**src/rtl/urisc_port_tx.sv**
```systemverilog
// urisc_port_tx: watches the core out_port for changes, queues them in a FIFO
// and replays each queued byte as an 8N1 serial frame on tx.
module urisc_port_tx #(
    parameter int CLK_DIV    = 16,
    parameter int FIFO_DEPTH = 4
) (
    input  logic                          clk,
    input  logic                          reset,
    input  logic [7:0]                    port_data,
    output logic                          tx,
    output logic                          busy,
    output logic [$clog2(FIFO_DEPTH):0]   fifo_count,
    output logic                          overflow
);
    localparam int AW = $clog2(FIFO_DEPTH);
    localparam int CW = AW + 1;
    localparam int BW = $clog2(CLK_DIV);

    typedef enum logic [1:0] {IDLE, START, DATA, STOP} state_t;

    state_t          state_q, state_d;
    logic [BW-1:0]   baud_q, baud_d;
    logic [2:0]      bit_q, bit_d;
    logic [7:0]      shift_q, shift_d;
    logic            tx_q, tx_d;
    logic [7:0]      prev_q;
    logic [AW-1:0]   rd_ptr_q, wr_ptr_q;
    logic [CW-1:0]   count_q, count_d;
    logic            overflow_q;
    logic [7:0]      mem_q [FIFO_DEPTH];
    logic            enq, full, empty, wr, pop, baud_end;

    assign enq      = port_data != prev_q;
    assign full     = count_q == CW'(FIFO_DEPTH);
    assign empty    = count_q == '0;
    // A pop on the same edge frees a slot, so a full FIFO still accepts the byte
    assign wr       = enq && (!full || pop);
    assign count_d  = count_q + CW'(wr) - CW'(pop);
    assign baud_end = baud_q == BW'(CLK_DIV - 1);

    always_comb begin
        state_d = state_q;
        bit_d   = bit_q;
        shift_d = shift_q;
        tx_d    = tx_q;
        pop     = 1'b0;
        baud_d  = (state_q == IDLE || baud_end) ? '0 : baud_q + 1'b1;
        case (state_q)
            IDLE: begin
                pop     = !empty;
                state_d = empty ? IDLE : START;
                tx_d    = empty;
            end
            START: begin
                state_d = baud_end ? DATA : START;
                tx_d    = baud_end ? shift_q[0] : 1'b0;
            end
            DATA: begin
                if (baud_end) begin
                    shift_d = shift_q >> 1;
                    bit_d   = bit_q + 1'b1;
                    state_d = (bit_q == 3'd7) ? STOP : DATA;
                    tx_d    = (bit_q == 3'd7) ? 1'b1 : shift_q[1];
                end
            end
            STOP: begin
                if (baud_end) begin
                    pop     = !empty;
                    state_d = empty ? IDLE : START;
                    tx_d    = empty;
                end
            end
            default: begin
                state_d = IDLE;
                tx_d    = 1'b1;
            end
        endcase
        if (pop) begin
            shift_d = mem_q[rd_ptr_q];
            bit_d   = '0;
        end
    end

    always_ff @(posedge clk or negedge reset) begin
        if (!reset) begin
            state_q    <= IDLE;
            baud_q     <= '0;
            bit_q      <= '0;
            shift_q    <= '0;
            tx_q       <= 1'b1;
            prev_q     <= 8'hFF;
            rd_ptr_q   <= '0;
            wr_ptr_q   <= '0;
            count_q    <= '0;
            overflow_q <= 1'b0;
        end else begin
            state_q    <= state_d;
            baud_q     <= baud_d;
            bit_q      <= bit_d;
            shift_q    <= shift_d;
            tx_q       <= tx_d;
            prev_q     <= port_data;
            rd_ptr_q   <= rd_ptr_q + AW'(pop);
            wr_ptr_q   <= wr_ptr_q + AW'(wr);
            count_q    <= count_d;
            overflow_q <= overflow_q | (enq & ~wr);
        end
    end

    always_ff @(posedge clk) begin
        if (wr) mem_q[wr_ptr_q] <= port_data;
    end

    assign tx         = tx_q;
    assign busy       = state_q != IDLE;
    assign fifo_count = count_q;
    assign overflow   = overflow_q;
endmodule

```
**config.mk**
```make
export PLATFORM = sky130hd
export DESIGN_NAME = urisc_port_tx
export DESIGN_NICKNAME = d
export VERILOG_FILES = /design/src/rtl/urisc_port_tx.sv
export SDC_FILE = /design/constraint.sdc
export NUM_CORES = 1
export LEC_CHECK = 0
export BUFFER_PORTS_ARGS = -buffer_cell sky130_fd_sc_hd__buf_4
export CORE_MARGIN = 8
export CORE_UTILIZATION = 45
export CTS_CLUSTER_DIAMETER = 50
export DETAILED_ROUTE_END_ITERATION = 16
export GPL_ROUTABILITY_DRIVEN = 0
export PLACE_DENSITY = 0.74
export SLEW_MARGIN = 20
export SYNTH_ARGS = -nofsm -noshare
export SYNTH_HDL_FRONTEND = slang
export SYNTH_SLANG_ARGS = --single-unit
```
**constraint.sdc**
```tcl
create_clock -name clk -period 3.55 [get_ports clk]
set_clock_uncertainty 0.05 [all_clocks]
set_input_delay 0 -clock clk [delete_from_list [all_inputs] [get_ports clk]]
set_output_delay 0 -clock clk [all_outputs]
set_load 0.005 [all_outputs]
```
==> out/metrics.cfg <==
[run_status]
status = finished, final reports clean

[worst_setup_path]
crit_buf_inv = 3
critPathRequiredTime_ps = 3730
cp_max_fo = 7
crit_chain = inv_1, ha_1, nand2b_1, o2111ai_2, o21ai_2, ha_1, inv_1, ha_1, inv_1, fa_1, xnor2_1, xnor2_1
max_stage_delay_ps = 410
worstPathArrival_ps = 3000
startpoint_type = register
path_delay_family = adder cells
crit_slowest_cell = dfrtp_1
crit_type = reg2reg
crit_path_end_kind = register

[yosys]
synth_nets = 211
synth.area.top_cells = edfxtp_1 34%, dfrtp_1 22%, dfstp_2 8.4%, mux4_2 6.4%, ha_1 4.9%
synth_top_area_share_pct = 34.3
synth_edf_count = 32
synthFlopType = edfxtp_1
yosysMostFrequentCell = edfxtp_1
ys_types = 35
syn_avg_cell_area_um2 = 14.8
ys_ff_latch = 66
synth_area_mm2 = 0.00281
seq_area_frac_synth_pct = 65.0
synth.largest_area_cell = edfxtp_1
synthTopCellsByCount = 32 x edfxtp_1, 25 x dfrtp_1, 13 x nand2_1
synth-async-reset-ratio_pct = 51.5
ys.warnings.count = 0
postSynthCellCount = 189

[floorplanning]
initial_core_util_pct = 46.8
die_h_um = 95.0
rows = 28
die_w_um = 95.0
coreArea_mm2 = 0.00599
die_area_mm2 = 0.00902
pin_count = 16

[clocking]
cts_tree = done
cts_resized = 0
clockBufferDepth = 2
cts_setup_buffers = 0
cts_buffers = 9
cts.sinks = 66
root_buffer = clkbuf_8
hold_buffers = 9
htreeDepth = 3
clock_latency_ps = 340
clkTransAtPathRegs_ps = 80

[power_and_ir_drop]
power.leakage_uw = 0.00138
ir_drop_mv = 0.552
power_density_mw_per_mm2 = 839

[cells_and_area]
instances_no_fill = 300
finalNetCount = 242
syn_to_final_growth_pct = 19.6
drive_above_1_share_pct = 25.8
num_antenna_cells = 0

[drt]
dr.pass1.iters = 4
via_per_inst = 5.15
drc = 0
drtIter0Drc = 60
postRouteAntennaNets = 0
wirelength_um = 4560
post_drt_wl_per_cell_um = 15.2
vias = 1546

[global_route]
grt_max_degree = 35
grt_pass1_wl_um = 7730
antenna_found_initial = 0
grt_pass1_vias = 1618
grt_overflow = 0
groute.usage.overall_pct = 11.6

[sta]
setup_viol = 0
holdWs_ps = 104
final-max-slew-violation-count = 0
final_hold_viol_count = 0
max_freq_ghz = 0.355
maxSlewHeadroom_pct = 44.8
setup_tns_ps = 0
tightest_slew_ps = 825
fin_crit_sh_pct = 79.4
layout_min_cycle_time_ps = 2820
rsz0062_at_grt = false
layout_setup_ws_ps = 730

[hold_path]
hold_path_class = in2async

[placed_design]
io_buffers = 15
dp_hpwl_um = 2880
dpl.cell_count = 275
place_ws_ps = 810

[job]
max_cap_violations = 0

[layout by cell type, fill, tap and decap left out, types with 2 or more instances in the layout]
cell	count
inv_1	8
edfxtp_1	32
nand3_1	7
nand4_1	2
xnor2_1	11
o21ai_0	9
clkbuf_8	10
xor2_1	3
buf_4	17
clkinv_4	2
bufinv_16	4
mux4_2	8
nand2b_1	2
dfstp_2	9
a21oi_1	4
nor3_1	4
mux2i_1	7
ha_1	11
a211oi_1	2
nor2_1	10
nor3b_2	2
dfrtp_1	25
dlygate4sd3_1	9
nand2_1	13
[stage by stage]
step	utilization, %	area (um2)	total power, uW
finish	56.0	3360	2820
global route	56.0	3360	2990
CTS	56.0	3360	2850
detailed placement	49.9	2990	1990
global placement	49.9	2990	1970
floorplan	-	2810	1760
[state kept, by name, summed over array words and instances, names as in the netlist]
name / flops
state_q: 2
tx: 1
overflow: 1
mem_q: 32
wr_ptr_q: 2
prev_q: 8
rd_ptr_q: 2
shift_q: 8
fifo_count: 3
baud_q: 4
bit_q: 3
[cell families (layout without fill, tap and decap cells)]
group                    count (synthesis)  in the layout  synth area share [%]
AO/OA/AOI/OAI                           22             22                  5.08
adder cells (fa/ha/maj)                 12             12                  5.62
multiplexers                            15             15                  8.92
AND/OR/NAND/NOR                         46             46                  8.47
XOR/XNOR                                14             14                  4.37
buffers and inverters                   14             50                  2.54
flip-flops                              66             66                  65.0
[metal layers]
| metal | up-vias | global-route usage, % | wire [um] |
|---|---|---|---|
| li1 | 751 | - | - |
| met5 | - | 0 | 0 |
| met4 | 0 | 4.68 | 33 |
| met1 | 766 | 12.1 | 1940 |
| met2 | 24 | 20.1 | 2410 |
| met3 | 5 | 5.08 | 175 |
[path summary, 6_finish.rpt]
path	startpoint	endpoint	slack, ps	cells past startpoint
worst max-delay path	state_q[0]	fifo_count[2]	730	12
worst min-delay path	reset	wr_ptr_q[0]	100	2
worst max register to register	state_q[0]	fifo_count[2]	730	12
worst min register to register	baud_q[0]	baud_q[0]	450	1
max in group asynchronous	reset	prev_q[5]	2990	2
min in group clk	port_data[7]	prev_q[7]	310	2
[where the power goes]
part	leakage [uW]	switching [uW]	internal [uW]
Combinational	0.000538	348	358
Clock	0.000137	286	559
Sequential	0.000702	170	1100
[cell type report]
class | instances | area (um2)
repair buffers | 26 | 218
flip-flops and latches | 66 | 1820
fillers | 458 | 2640
multi-input cells | 109 | 916
well taps | 75 | 93.8
clock buffers | 10 | 138
inverters | 8 | 30.0
clock inverters | 6 | 138
Power figures use the tool's default switching activity.
